--- config.mk ---
export PLATFORM = sky130hd
export DESIGN_NAME = cw_decoder
export DESIGN_NICKNAME = d
export VERILOG_FILES = /design/src/rtl/cw_pkg.sv /design/src/rtl/best_d.sv /design/src/rtl/cw_decoder.sv
export SDC_FILE = /design/constraint.sdc
export NUM_CORES = 1
export LEC_CHECK = 0
export ABC_AREA = 0
export CAP_MARGIN = 40
export CORE_MARGIN = 5
export CORE_UTILIZATION = 49
export CTS_CLUSTER_DIAMETER = 150
export CTS_CLUSTER_SIZE = 8
export DETAILED_ROUTE_END_ITERATION = 10
export PLACE_DENSITY = 0.66
export SLEW_MARGIN = 20
export SYNTH_ARGS = -nofsm -noshare
export SYNTH_HDL_FRONTEND = slang
export SYNTH_SLANG_ARGS = --single-unit
--- constraint.sdc ---
create_clock -name clk -period 5.5 [get_ports clk]
set_input_delay 1.1 -clock clk [delete_from_list [all_inputs] [get_ports clk]]
set_output_delay 1.1 -clock clk [all_outputs]
set_load 0.05 [all_outputs]
--- src/rtl/cw_pkg.sv ---
// Shared constants and state encoding for the constant-weight encoder/decoder pair.
package cw_pkg;
   localparam int N_W   = 12;
   localparam int T_W   = 5;
   localparam int D_W   = 11;
   localparam int U_W   = 4;
   localparam int T_MAX = 27;
   localparam int U_MAX = D_W - 1;

   typedef enum logic [2:0] {IDLE, FETCH, WAIT_D, EMIT, BIN, DONE, ERR} state_e;
endpackage

--- src/rtl/best_d.sv ---
// Picks the gap parameter d = 2^u from the remaining length n and weight t.
// u is the largest value in 1..U_MAX with t*2^(u+1) <= n, so d is roughly n/(2t).
import cw_pkg::*;

module best_d (
   input  logic           clk,
   input  logic [N_W-1:0] n,
   input  logic [T_W-1:0] t,
   output logic [D_W-1:0] d,
   output logic [U_W-1:0] u_minus_1
);
   localparam int X_W = N_W + D_W;

   logic [U_W-1:0] u;
   logic [X_W-1:0] nx;
   logic [X_W-1:0] tx;

   always_comb begin
      u  = U_W'(1);
      nx = X_W'(n);
      tx = '0;
      for (int k = 1; k <= U_MAX; k++) begin
         tx = X_W'(t) << (k + 1);
         if (tx <= nx) u = U_W'(k);
      end
   end

   always_ff @(posedge clk) begin
      d         <= D_W'(1) << u;
      u_minus_1 <= u - U_W'(1);
   end
endmodule

--- src/rtl/cw_decoder.sv ---
// Constant-weight decoder: turns ascending support positions back into the serial
// bit string (unary '1' per full d, '0', then u-bit remainder MSB first) for each gap.
import cw_pkg::*;

module cw_decoder (
   input  logic           clk,
   input  logic           rst_n,
   input  logic           start,
   input  logic [N_W-1:0] n_in,
   input  logic [T_W-1:0] t_in,
   input  logic           pos_valid,
   input  logic [N_W-1:0] pos,
   output logic           pos_ready,
   output logic           bit_valid,
   output logic           bit_out,
   input  logic           bit_ready,
   output logic           busy,
   output logic           done,
   output logic           err
);
   state_e         state;
   logic [N_W-1:0] n_r, n_tot, base, delta;
   logic [T_W-1:0] t_r;
   logic [U_W-1:0] cnt;
   logic [D_W-1:0] d;
   logic [U_W-1:0] u_minus_1;
   logic [N_W-1:0] d_ext, first_sh, next_sh;

   best_d u_best_d (
      .clk       (clk),
      .n         (n_r),
      .t         (t_r),
      .d         (d),
      .u_minus_1 (u_minus_1)
   );

   assign d_ext    = N_W'(d);
   assign first_sh = delta >> u_minus_1;
   assign next_sh  = delta >> (cnt - U_W'(1));

   always_ff @(posedge clk or negedge rst_n) begin
      if (!rst_n) begin
         state     <= IDLE;
         pos_ready <= 1'b0;
         bit_valid <= 1'b0;
         bit_out   <= 1'b0;
         busy      <= 1'b0;
         done      <= 1'b0;
         err       <= 1'b0;
         n_r       <= '0;
         n_tot     <= '0;
         t_r       <= '0;
         base      <= '0;
         delta     <= '0;
         cnt       <= '0;
      end else begin
         case (state)
            IDLE, DONE, ERR: if (start) begin
               n_r   <= n_in;
               n_tot <= n_in;
               t_r   <= t_in;
               base  <= '0;
               err   <= 1'b0;
               if (t_in == '0) begin
                  state <= DONE;
                  done  <= 1'b1;
                  busy  <= 1'b0;
               end else begin
                  state     <= FETCH;
                  pos_ready <= 1'b1;
                  done      <= 1'b0;
                  busy      <= 1'b1;
               end
            end
            FETCH: if (pos_valid) begin
               pos_ready <= 1'b0;
               if (pos < base || pos >= n_tot) begin
                  state <= ERR;
                  busy  <= 1'b0;
                  err   <= 1'b1;
               end else begin
                  delta <= pos - base;
                  base  <= pos + N_W'(1);
                  state <= WAIT_D;
               end
            end
            WAIT_D: state <= EMIT;
            // First EMIT cycle latches the decision once d reflects the updated n_r.
            EMIT: if (!bit_valid) begin
               bit_valid <= 1'b1;
               bit_out   <= (delta >= d_ext);
            end else if (bit_ready) begin
               if (bit_out) begin
                  delta     <= delta - d_ext;
                  n_r       <= n_r - d_ext;
                  bit_valid <= 1'b0;
                  bit_out   <= 1'b0;
                  state     <= WAIT_D;
               end else begin
                  cnt     <= u_minus_1;
                  bit_out <= first_sh[0];
                  state   <= BIN;
               end
            end
            BIN: if (bit_ready) begin
               if (cnt == '0) begin
                  bit_valid <= 1'b0;
                  bit_out   <= 1'b0;
                  n_r       <= n_r - delta - N_W'(1);
                  t_r       <= t_r - T_W'(1);
                  if (t_r == T_W'(1)) begin
                     state <= DONE;
                     busy  <= 1'b0;
                     done  <= 1'b1;
                  end else begin
                     state     <= FETCH;
                     pos_ready <= 1'b1;
                  end
               end else begin
                  cnt     <= cnt - U_W'(1);
                  bit_out <= next_sh[0];
               end
            end
            default: state <= IDLE;
         endcase
      end
   end
endmodule
# Word-level counts from Yosys, hierarchy flattened
# Cells that the tools add are included.
classes:
  n_shift: 3
  reduce_logical: 24
  mux: 84
  add_sub_neg: 9
  magnitude_cmp: 12
  eq_ne: 22
ops:
  columns: ["cell", "count"]
  rows:
  - ["$mux 12", 14]
  - ["$mux 4", 13]
  - ["$pmux 12 s2", 2]
  - ["$pmux 12 s3", 1]
  - ["$mux 1", 31]
  - ["$mux 3", 10]
  - ["$ne 2x2->1 const B", 14]
  - ["$shr 12x4->1", 2]
  - ["$sub 12x11->12", 2]
  - ["$sub 12x12->12", 2]
  - ["$reduce_and 7->1", 3]
  - ["$reduce_and 6->1", 3]
  - ["$le 16x12->1", 1]
  - ["$le 15x12->1", 1]
  - ["$mux 5", 3]
  - ["$pmux 3 s5", 1]
  - ["$le 14x12->1", 1]
  - ["$le 13x12->1", 1]
  - ["$add 12x1->12 const B", 1]
  - ["$ge 12x11->1", 1]
  - ["$ge 12x12->1", 1]
  - ["$le 10x12->1", 1]
  - ["$le 11x12->1", 1]
  - ["$le 12x12->1", 1]
  - ["other kinds (28)", 43]
totals:
  in_bits: 34
  reg_bits: 81
  word_cells: 169
  output_inout_bits: 6

# Logic depth before layout (Yosys ltp)
# Gate-level depths: netlist of run 1.
depth:
  ltp_word: 11
  depth_mapped: 12
  mapped_depth_nobuf: 12

# Modules after synthesis
# From an unflattened synthesis of run 1, not the netlist that was laid out.
hier_totals:
  cells_unflattened: 904
  area_unflattened_um2: 7592.3
modules_own_cells:
  columns: ["mod", "cells_per_inst", "n_inst", "area_per_inst_um2", "seq_area_each_um2"]
  rows:
  - ["cw_decoder", 729, 1, 6063.3, 1651.6]
  - ["best_d", 175, 1, 1529.0, 300.3]

# Worst setup path after synthesis of run 1
# No wires, ideal clock.
synth_path:
  kind: "input to register"
  start: "in pos[0]"
  end: "reg delta[10]"
  path_slack_ns: 2.083
  arrival_ns: 3.290
  n_path_buf: 1
  setup_ns: 0.128
  required_ns: 5.372
  stages: 11
  cell_sequence: "inv_1 ha_1 fa_1 nor2b_1 o21a_1 o2111ai_1 o21a_1 nor2_1 a21o_1 buf_4 mux2_1"
synth_via:
  elab_chain_cells: 4
  word_cells_on_any_way: 9
  cone_classes: "add/sub (1); order compare (2); eq/ne (1); mux (3); reduce/logical (2)"
synth_lines:
  columns: ["item", "line_no", "source"]
  rows:
  - ["from (decl)", "cw_decoder.sv:12", "input logic [N_W-1:0] pos,"]
  - ["$sub 12x12->12, or another cell as far along", "cw_decoder.sv:82", "delta <= pos - base;"]
  - ["$mux 12 / $logic_or 1x1->1 (equally long branches)", "cw_decoder.sv:77", "if (pos < base || pos >= n_tot) begin"]
  - ["$mux 12 / $ne 2x2->1 (equally long branches)", null, null]
  - ["$pmux 12 s2 / $reduce_and 6->1 (equally long branches)", null, null]
  - ["to (signal assigned)", "cw_decoder.sv:82", null]
  - ["to (signal assigned)", "cw_decoder.sv:94", "delta <= delta - d_ext;"]
  - ["to (decl)", "cw_decoder.sv:22", "logic [N_W-1:0] n_r, n_tot, base, delta;"]
# Several ways; a longest one is shown, not always the timed one. The select of a mux whose other input is x is not followed.
# A chain may end at the register's enable or synchronous reset.

# Worst setup path after layout of run 1
layout_path:
  start: "in pos[0]"
  end: "reg delta[9]"
# The elaborated chain is that of the path after synthesis.

==> results.toml, run 1 <==
[synthesis]
syn-num-nets = 1036
yosysTopAreaCellShare_pct = 22.0
synth_edf_count = 0
yosysSeqAreaShare_pct = 26.0
synthTopCellsByCount = "ha_1, nand2_1, inv_1, o21ai_0, dfrtp_1"
synth_cells = 897
synth_area_leaders = "dfrtp_1, ha_1, o21ai_0, nand2_1, dfxtp_1"
synthArstFlopShare_pct = 81.5
yosys_warnings = 0
syn-cell-area_mm2 = 0.00751
ys_seq_elements = 81
post-synth-top-count-cell = "ha_1"
yosysTopAreaCell = "dfrtp_1"
syn_avg_cell_area_um2 = 8.37
dominantRegCellSynth = "dfrtp_1"
synth_cell_types = 75

[routing]
drcViolationCount = 0
drt-pass1-iter-count = 7
vias = 6858
avgViaCountPerCell = 6.09
wl_um = 21800
drt_iter0_drc = 604
post_drt_wl_per_cell_um = 19.3
postRouteAntennaNets = 0

[floorplanning]
io_pins = 40
start_util_pct = 49.7
die-width_um = 134
die_h_um = 134
die_area_mm2 = 0.0179
fp-row-count = 45
fp.coreArea_mm2 = 0.0151

[cts]
cts.sinks = 81
htreeDepth = 3
cts_hold_buf = 0
cts_tree = "yes"
cts.repair.resized = 0
clkTransAtPathRegs_ns = 0.07
cts_root_buf = "clkbuf_16"
cts_buffer_depth = 2
cts_setup_buffers = 0
clk_latency_ns = 0.35
cts_buffers = 9

[global_route]
groute.layer.met2.usage_pct = 38.1
grtUsageMet3_pct = 3.25
grt_overflow = 0
grt_first_pass_wirelength_um = 34700
grt_max_degree = 54
antenna_found_initial = 0
grt-busiest-layer = "met2"
grt_pass1_vias = 6444
gr-usage-all-layers_pct = 24.4
met1_usage_pct = 35.7

[sta]
rsz0062_at_grt = "no"
finalHoldViolations = 0
fin_crit_sh_pct = 74.7
final.setup_skew_ns = 0.0109
fmax_mhz = 243
fin_crit_ns = 4.11
slew_headroom_pct = 57.5
worst-slew-pin-transition_ns = 0.633
setup_viol = 0
fin_tns_setup_ns = 0
drv_slew = 0

[worst_hold_path]
hold_path_end = "n_tot[9]"
hold_depth = 1
hold_class = "flip-flop to flip-flop"
hp-start = "n_tot[9]"

[pwr]
cellPowerDensity_mw_per_mm2 = 672
worst_ir_drop_vdd_uv = 315
leakagePower_uw = 0.00371

[placed_design]
hpwl_um = 17100
place_inst = 1109
place_congestion = 0.998
portBuffers = 39

[worst_setup_path]
cp-end-kind = "flip-flop"
timing.rr.start = "n_r[6]"
r2r-end = "u_best_d.d[0]"
critPathRequiredTime_ns = 5.73
arrival_ns = 4.34
worst-path-max-fanout = 11
worstSetupPathType = "input port to flip-flop"
startpoint_type = "input port"
reg2reg_slack_ns = 2.34
r2r_cells = 12

[layout]
diodes = 0
instances_no_fill = 1127
multi_input_comb_area_mm2 = 0.00516
regArea_mm2 = 0.00195
fill_cells = 1396
syn_to_final_growth_pct = 12.8
nets = 1073
final_layout_size_suffix_gt1_share_pct = 6.28

[job]
max_cap_violations = 0

[outcome]
run_status = "completed"
## cell type report
type	instances	share of cell area (%)
sequential	81	23.0
tap	188	2.78
inverter	81	3.59
clock inverter	7	1.12
multi-input combinational	713	61.0
clock buffer	9	2.66
timing repair buffer	48	5.84
## sequential cells by signal (all words and copies together), names as in the netlist
register	count
base	12
delta	12
n_r	12
n_tot	12
u_best_d.d	11
t_r	5
cnt	4
u_best_d.u_minus_1	4
state	3
bit_out	1
bit_valid	1
busy	1
done	1
err	1
pos_ready	1
## cells in the final DEF (no fill, tap or decap), types with 8 or more instances in the layout
cell type | synthesis | routed
o21ai_0 | 71 | 71
clkdlybuf4s50_1 | 0 | 38
dfrtp_1 | 66 | 66
nand3_1 | 18 | 18
inv_1 | 80 | 80
nand4_1 | 11 | 11
clkbuf_16 | 0 | 9
dfxtp_1 | 15 | 15
a211oi_1 | 15 | 15
o21a_1 | 17 | 17
ha_1 | 101 | 101
a21o_1 | 17 | 17
a21oi_1 | 54 | 54
xor2_1 | 11 | 11
a22oi_1 | 8 | 8
o211ai_1 | 9 | 9
a31oi_1 | 12 | 12
mux2i_1 | 17 | 17
mux2_2 | 13 | 13
xnor2_1 | 28 | 28
and3_1 | 11 | 11
nand2_1 | 88 | 88
nor3_1 | 22 | 22
nor2_1 | 60 | 60
nor2b_1 | 16 | 16
## stage by stage
stage	worst slack, ns	utilization, %	power, uW	hold WS [ns]	area, um2
floorplan	2.08	-	3960	0.479	7510
global placement	1.13	53.5	4900	0.489	8080
detailed placement	1.10	53.8	4950	0.494	8120
CTS	1.43	55.9	5640	0.508	8440
global route	1.30	56.1	6190	0.517	8470
finish	1.39	56.1	5690	0.508	8470
## per-layer routing
metal	wire length [um]	share of wire, %	vias up
met5	0	0	-
met4	437	2.0	0
met3	1290	5.9	32
met2	9660	44	243
met1	10400	48	3233
li1	-	-	3350
## cells by family after synthesis
| logic type | Yosys count | share of synthesized area (%) |
|---|---|---|
| buffers and inverters | 103 | 5.22 |
| XOR/XNOR | 39 | 4.55 |
| adder cells (fa/ha/maj) | 105 | 17.9 |
| AO/OA/AOI/OAI | 262 | 22.8 |
| multiplexers | 35 | 5.57 |
| flip-flops | 81 | 26.0 |
| AND/OR/NAND/NOR | 272 | 18.0 |
## worst max-delay path, cell delays in order
cell	delay (ns)
clkdlybuf4s50_1	0.56
inv_1	0.09
ha_1	0.23
fa_1	0.38
nor2b_1	0.25
o21a_1	0.25
o2111ai_1	0.21
o21a_1	0.24
nor2_1	0.15
a21o_1	0.47
mux2_2	0.40
## where the power goes
part	total, uW	switching (uW)	internal [uW]	leakage [uW]
sequential	1260	404	860	0.000916
combinational	3770	2160	1610	0.00264
clock	662	264	398	0.000155
total	5690	2820	2870	0.00371
## worst max path at each step
stage / start / cells past startpoint / slack [ns] / end
finish: pos[0] / 11 / 1.39 / delta[9]
global route: pos[0] / 11 / 1.30 / delta[9]
CTS: pos[0] / 11 / 1.43 / delta[9]
detailed placement: pos[0] / 11 / 1.10 / delta[9]
global placement: pos[0] / 11 / 1.13 / delta[9]
floorplan: pos[0] / 11 / 2.08 / delta[10]
No activity file was read; power rests on OpenSTA's default activity.
==> run 2: changes to the inputs <==
Settings changed: PLACE_DENSITY 0.66 to 0.69.
Clock period 5.5 ns to 3.35 ns, I/O delays scaled along.
==> results.toml, run 2 (synthesized netlist as in run 1, its figures left out) <==
[outcome]
run_status = "completed"

[cts]
cts_root_buf = "clkbuf_16"
htreeDepth = 3
cts_buffers = 9
clkTransAtPathRegs_ns = 0.06
clk_latency_ns = 0.35
cts_tree = "yes"
cts.repair.resized = 0
cts_hold_buf = 0
cts_buffer_depth = 2
cts_setup_buffers = 0
cts.sinks = 81

[global_route]
grt_max_degree = 35
gr-usage-all-layers_pct = 25.3
grt_first_pass_wirelength_um = 36100
antenna_found_initial = 0
grt_pass1_vias = 6760
grt_overflow = 0

[worst_setup_path]
cpPeakStageDelay_ns = 0.48
critPathBufInv = 3
endpoint = "delta[2]"
r2r_cells = 10
crit_chain = "clkdlybuf4s50_1 -> inv_1 -> ha_1 -> fa_1 -> nor2b_1 -> o21a_1 -> o2111ai_1 -> o21a_1 -> nor2_1 -> a21o_1 -> buf_4 -> mux2i_1"
crit_cells = 12
crit_family = "buffers and inverters"
arrival_ns = 3.37
reg2reg_slack_ns = 0.27
crit_top_cell = "o21a_1"
startpoint_type = "input port"
crit_slowest_cell = "clkdlybuf4s50_1"
worst-path-max-fanout = 9
r2r-end = "u_best_d.d[0]"
critPathRequiredTime_ns = 3.60
worstSetupPathType = "input port to flip-flop"
startpoint = "pos[0]"
timing.rr.start = "n_r[10]"
cp-end-kind = "flip-flop"

[placed_design]
hpwl_um = 17700
dp_slack_ns = -0.0402
portBuffers = 39
place_congestion = 0.968
place_area_mm2 = 0.00836

[sta]
setup_viol = 0
fmax_mhz = 321
final.setup_skew_ns = 0.00727
slew_headroom_pct = 45.6
rsz0062_at_grt = "no"
worst-slew-pin-transition_ns = 0.813
finalHoldViolations = 0
fin_crit_sh_pct = 93.1
fin_crit_ns = 3.12
final.setup.worst_slack_ns = 0.232
drv_slew = 0

[routing]
drt-pass1-iter-count = 6
postRouteAntennaNets = 0
post_drt_wl_per_cell_um = 19.4
vias = 7086
drt_iter0_drc = 718
avgViaCountPerCell = 6.12
wl_um = 22500
drcViolationCount = 0

[layout]
final_util_pct = 57.7
final_common_cell = "ha_1"
syn_to_final_growth_pct = 16.0
regArea_mm2 = 0.00195
final_area_mm2 = 0.00870
fill_cells = 1355
final_layout_size_suffix_gt1_share_pct = 9.18
most-common-layout-cells = "ha_1, nand2_1, inv_1"
nets = 1103
diodes = 0
multi_input_comb_area_mm2 = 0.00516

[floorplanning]
die-width_um = 134
start_util_pct = 49.7
die_h_um = 134
io_pins = 40
die_area_mm2 = 0.0179
fp.coreArea_mm2 = 0.0151
fp-row-count = 45

[job]
max_cap_violations = 0

[pwr]
cellPowerDensity_mw_per_mm2 = 1100
worst_ir_drop_vdd_uv = 615
leakagePower_uw = 0.00385

[worst_hold_path]
hold_class = "input port to async pin"
-- run 2: cell types whose count changed in the layout (fill, tap and decap cells not counted), sizes merged --
cell	change
buf	+30
clkinv	-4
clkinvlp	+1
inv	+3
-- run 2: worst min path at each step --
stage                    end  slack [ns]  cells past startpoint
finish               base[3]        0.14                      1
global route         base[3]        0.15                      1
CTS                  base[3]        0.44                      1
detailed placement       err        0.50                      1
global placement    n_tot[7]        0.49                      1
floorplan            base[0]        0.37                      0
-- run 2: cell type report --
cell class	instances	area share, %
Tap cell	188	2.70
Multi-Input combinational cell	713	59.3
Clock inverter	7	1.16
Inverter	81	3.49
Timing Repair Buffer	78	8.31
Sequential cell	81	22.4
Clock buffer	9	2.59
-- run 2: per-layer routing --
metal / track usage [%] / part of all wire (%) / wire length, um
met2: 40.0 / 45 / 10100
met4: 7.54 / 2.3 / 517
met5: 0 / 0 / 0
met3: 4.27 / 7.5 / 1680
met1: 35.6 / 45 / 10200
-- run 2: stage by stage --
step | total power (uW) | cells | setup TNS [ns] | hold slack [ns]
4_1_cts | 9520 | 1156 | 0 | 0.440
5_1_grt | 10500 | 1157 | 0 | 0.146
3_3_place_gp | 8210 | 1139 | 0 | 0.489
3_5_place_dp | 8350 | 1140 | -0.165 | 0.496
2_1_floorplan | 6510 | 897 | 0 | 0.374
6_report | 9610 | 1157 | 0 | 0.137
-- run 2: where the power goes --
| part | internal [uW] | total (uW) | switching [uW] | leakage (uW) |
|---|---|---|---|---|
| clock | 661 | 1100 | 443 | 0.000153 |
| combinational | 2790 | 6520 | 3720 | 0.00279 |
| sequential | 1410 | 1990 | 577 | 0.000916 |
| total | 4870 | 9610 | 4740 | 0.00385 |
-- run 2: worst reg2reg max path, delay by kind of cell (launching register included) --
kind | cells | cell delay, ns
fa+ha+maj | 3 | 0.78
compound gates | 4 | 1.09
buf+inv | 1 | 0.28
simple gates | 2 | 0.35
flops | 1 | 0.53
==> run 3: changes to the inputs <==
Settings changed: CAP_MARGIN 40 to 20.
==> results.toml, run 3 (synthesized netlist as in run 1, its figures left out) <==
[sta]
final.setup_skew_ns = 0.00787
rsz0062_at_grt = "no"
whs_ns = 0.412
fmax_mhz = 323
worst-slew-pin-transition_ns = 0.887
setup_viol = 0
fin_tns_setup_ns = 0
drv_slew = 0
slew_headroom_pct = 40.7
fin_crit_sh_pct = 92.3
finalHoldViolations = 0
fin_crit_ns = 3.09

[layout]
final_util_pct = 57.4
diodes = 0
final_layout_size_suffix_gt1_share_pct = 9.00
nets = 1101
most-common-layout-cells = "ha_1, nand2_1, inv_1"
syn_to_final_growth_pct = 15.5
final_common_cell = "ha_1"
instances_no_fill = 1155

[worst_setup_path]
worst-path-max-fanout = 9
worstSetupPathType = "input port to flip-flop"
startpoint_type = "input port"
arrival_ns = 3.35
timing.rr.start = "n_r[7]"
r2r_cells = 12
startpoint = "pos[0]"
cp-end-kind = "flip-flop"
critPathRequiredTime_ns = 3.61

[pwr]
switchingPower_uw = 4720
power.share.clock_pct = 11.6
power.share.switching_pct = 49.3
worst_ir_drop_vdd_uv = 538
cellPowerDensity_mw_per_mm2 = 1100
leakagePower_uw = 0.00384
seqPwrFrac_pct = 20.7
combPwrFrac_pct = 67.7
intPower_uw = 4860

[cts]
cts_hold_buf = 0
cts.sinks = 81
clkTransAtPathRegs_ns = 0.07
cts_tree = "yes"
cts_buffer_depth = 2
htreeDepth = 3
cts_setup_buffers = 0
cts_root_buf = "clkbuf_16"
clk_latency_ns = 0.35
cts_buffers = 9
cts.repair.resized = 0

[outcome]
run_status = "completed"

[routing]
vias = 7090
wl_um = 22400
post_drt_wl_per_cell_um = 19.4
avgViaCountPerCell = 6.14
drt-pass1-iter-count = 5
postRouteAntennaNets = 0
drcViolationCount = 0
drt_iter0_drc = 651

[placed_design]
portBuffers = 39
hpwl_um = 17600
place_inst = 1139
place_congestion = 0.968

[worst_hold_path]
hold_class = "input port to async pin"

[global_route]
gr-usage-all-layers_pct = 24.9
antenna_found_initial = 0
grt_overflow = 0
grt_max_degree = 35
grtUsageMet3_pct = 3.93
grt_pass1_vias = 6709
grt-busiest-layer = "met2"
grt_first_pass_wirelength_um = 35600
met1_usage_pct = 35.1
groute.layer.met2.usage_pct = 39.6

[floorplanning]
die_area_mm2 = 0.0179
start_util_pct = 49.7
die-width_um = 134
fp-row-count = 45
io_pins = 40
die_h_um = 134
fp.coreArea_mm2 = 0.0151

[job]
max_cap_violations = 0
==> run 3: power groups by stage <==
stage / Combinational [uW] / Sequential [uW] / Clock (uW)
finish: 6480 / 1980 / 1120
global route: 7220 / 2040 / 1160
CTS: 6420 / 1960 / 1120
detailed placement: 6360 / 1970 / 0
global placement: 6240 / 1970 / 0
floorplan: 4630 / 1880 / 0
==> run 3: critical path, stage by stage <==
cell             delay, ns
clkdlybuf4s50_1       0.48
inv_1                 0.06
ha_1                  0.23
fa_1                  0.38
nor2b_1               0.16
o21a_1                0.19
o2111ai_1             0.17
o21a_1                0.24
nor2_1                0.15
a21o_1                0.16
buf_4                 0.22
mux2i_1               0.23
==> run 3: final timing paths <==
check	end	slack, ns
max in group asynchronous	n_r[3]	2.25
max	delta[4]	0.26
max reg2reg	u_best_d.d[0]	0.27
min	base[3]	0.41
min in group clk	n_tot[10]	0.51
min reg2reg	n_tot[10]	0.51
==> run 3: cell type report <==
cell class	instances	area (um2)
fill	1383	6420
multi-input combinational	713	5160
sequential	81	1950
timing repair buffer	76	688
inverter	81	304
tap	188	235
clock buffer	9	225
clock inverter	7	101
==> run 3: routing by layer <==
metal  wire (um)  share of wire, %
met2       10000                45
met4         437               2.0
met5           0                 0
met3        1700               7.6
met1       10200                46
==> run 3: stage by stage <==
step / instance area [um2] / setup slack [ns] / power (uW)
global placement: 8340 / 0.00667 / 8210
floorplan: 7510 / 0.363 / 6510
CTS: 8670 / 0.273 / 9500
detailed placement: 8340 / -0.0284 / 8340
finish: 8670 / 0.258 / 9580
global route: 8670 / 0.0984 / 10400
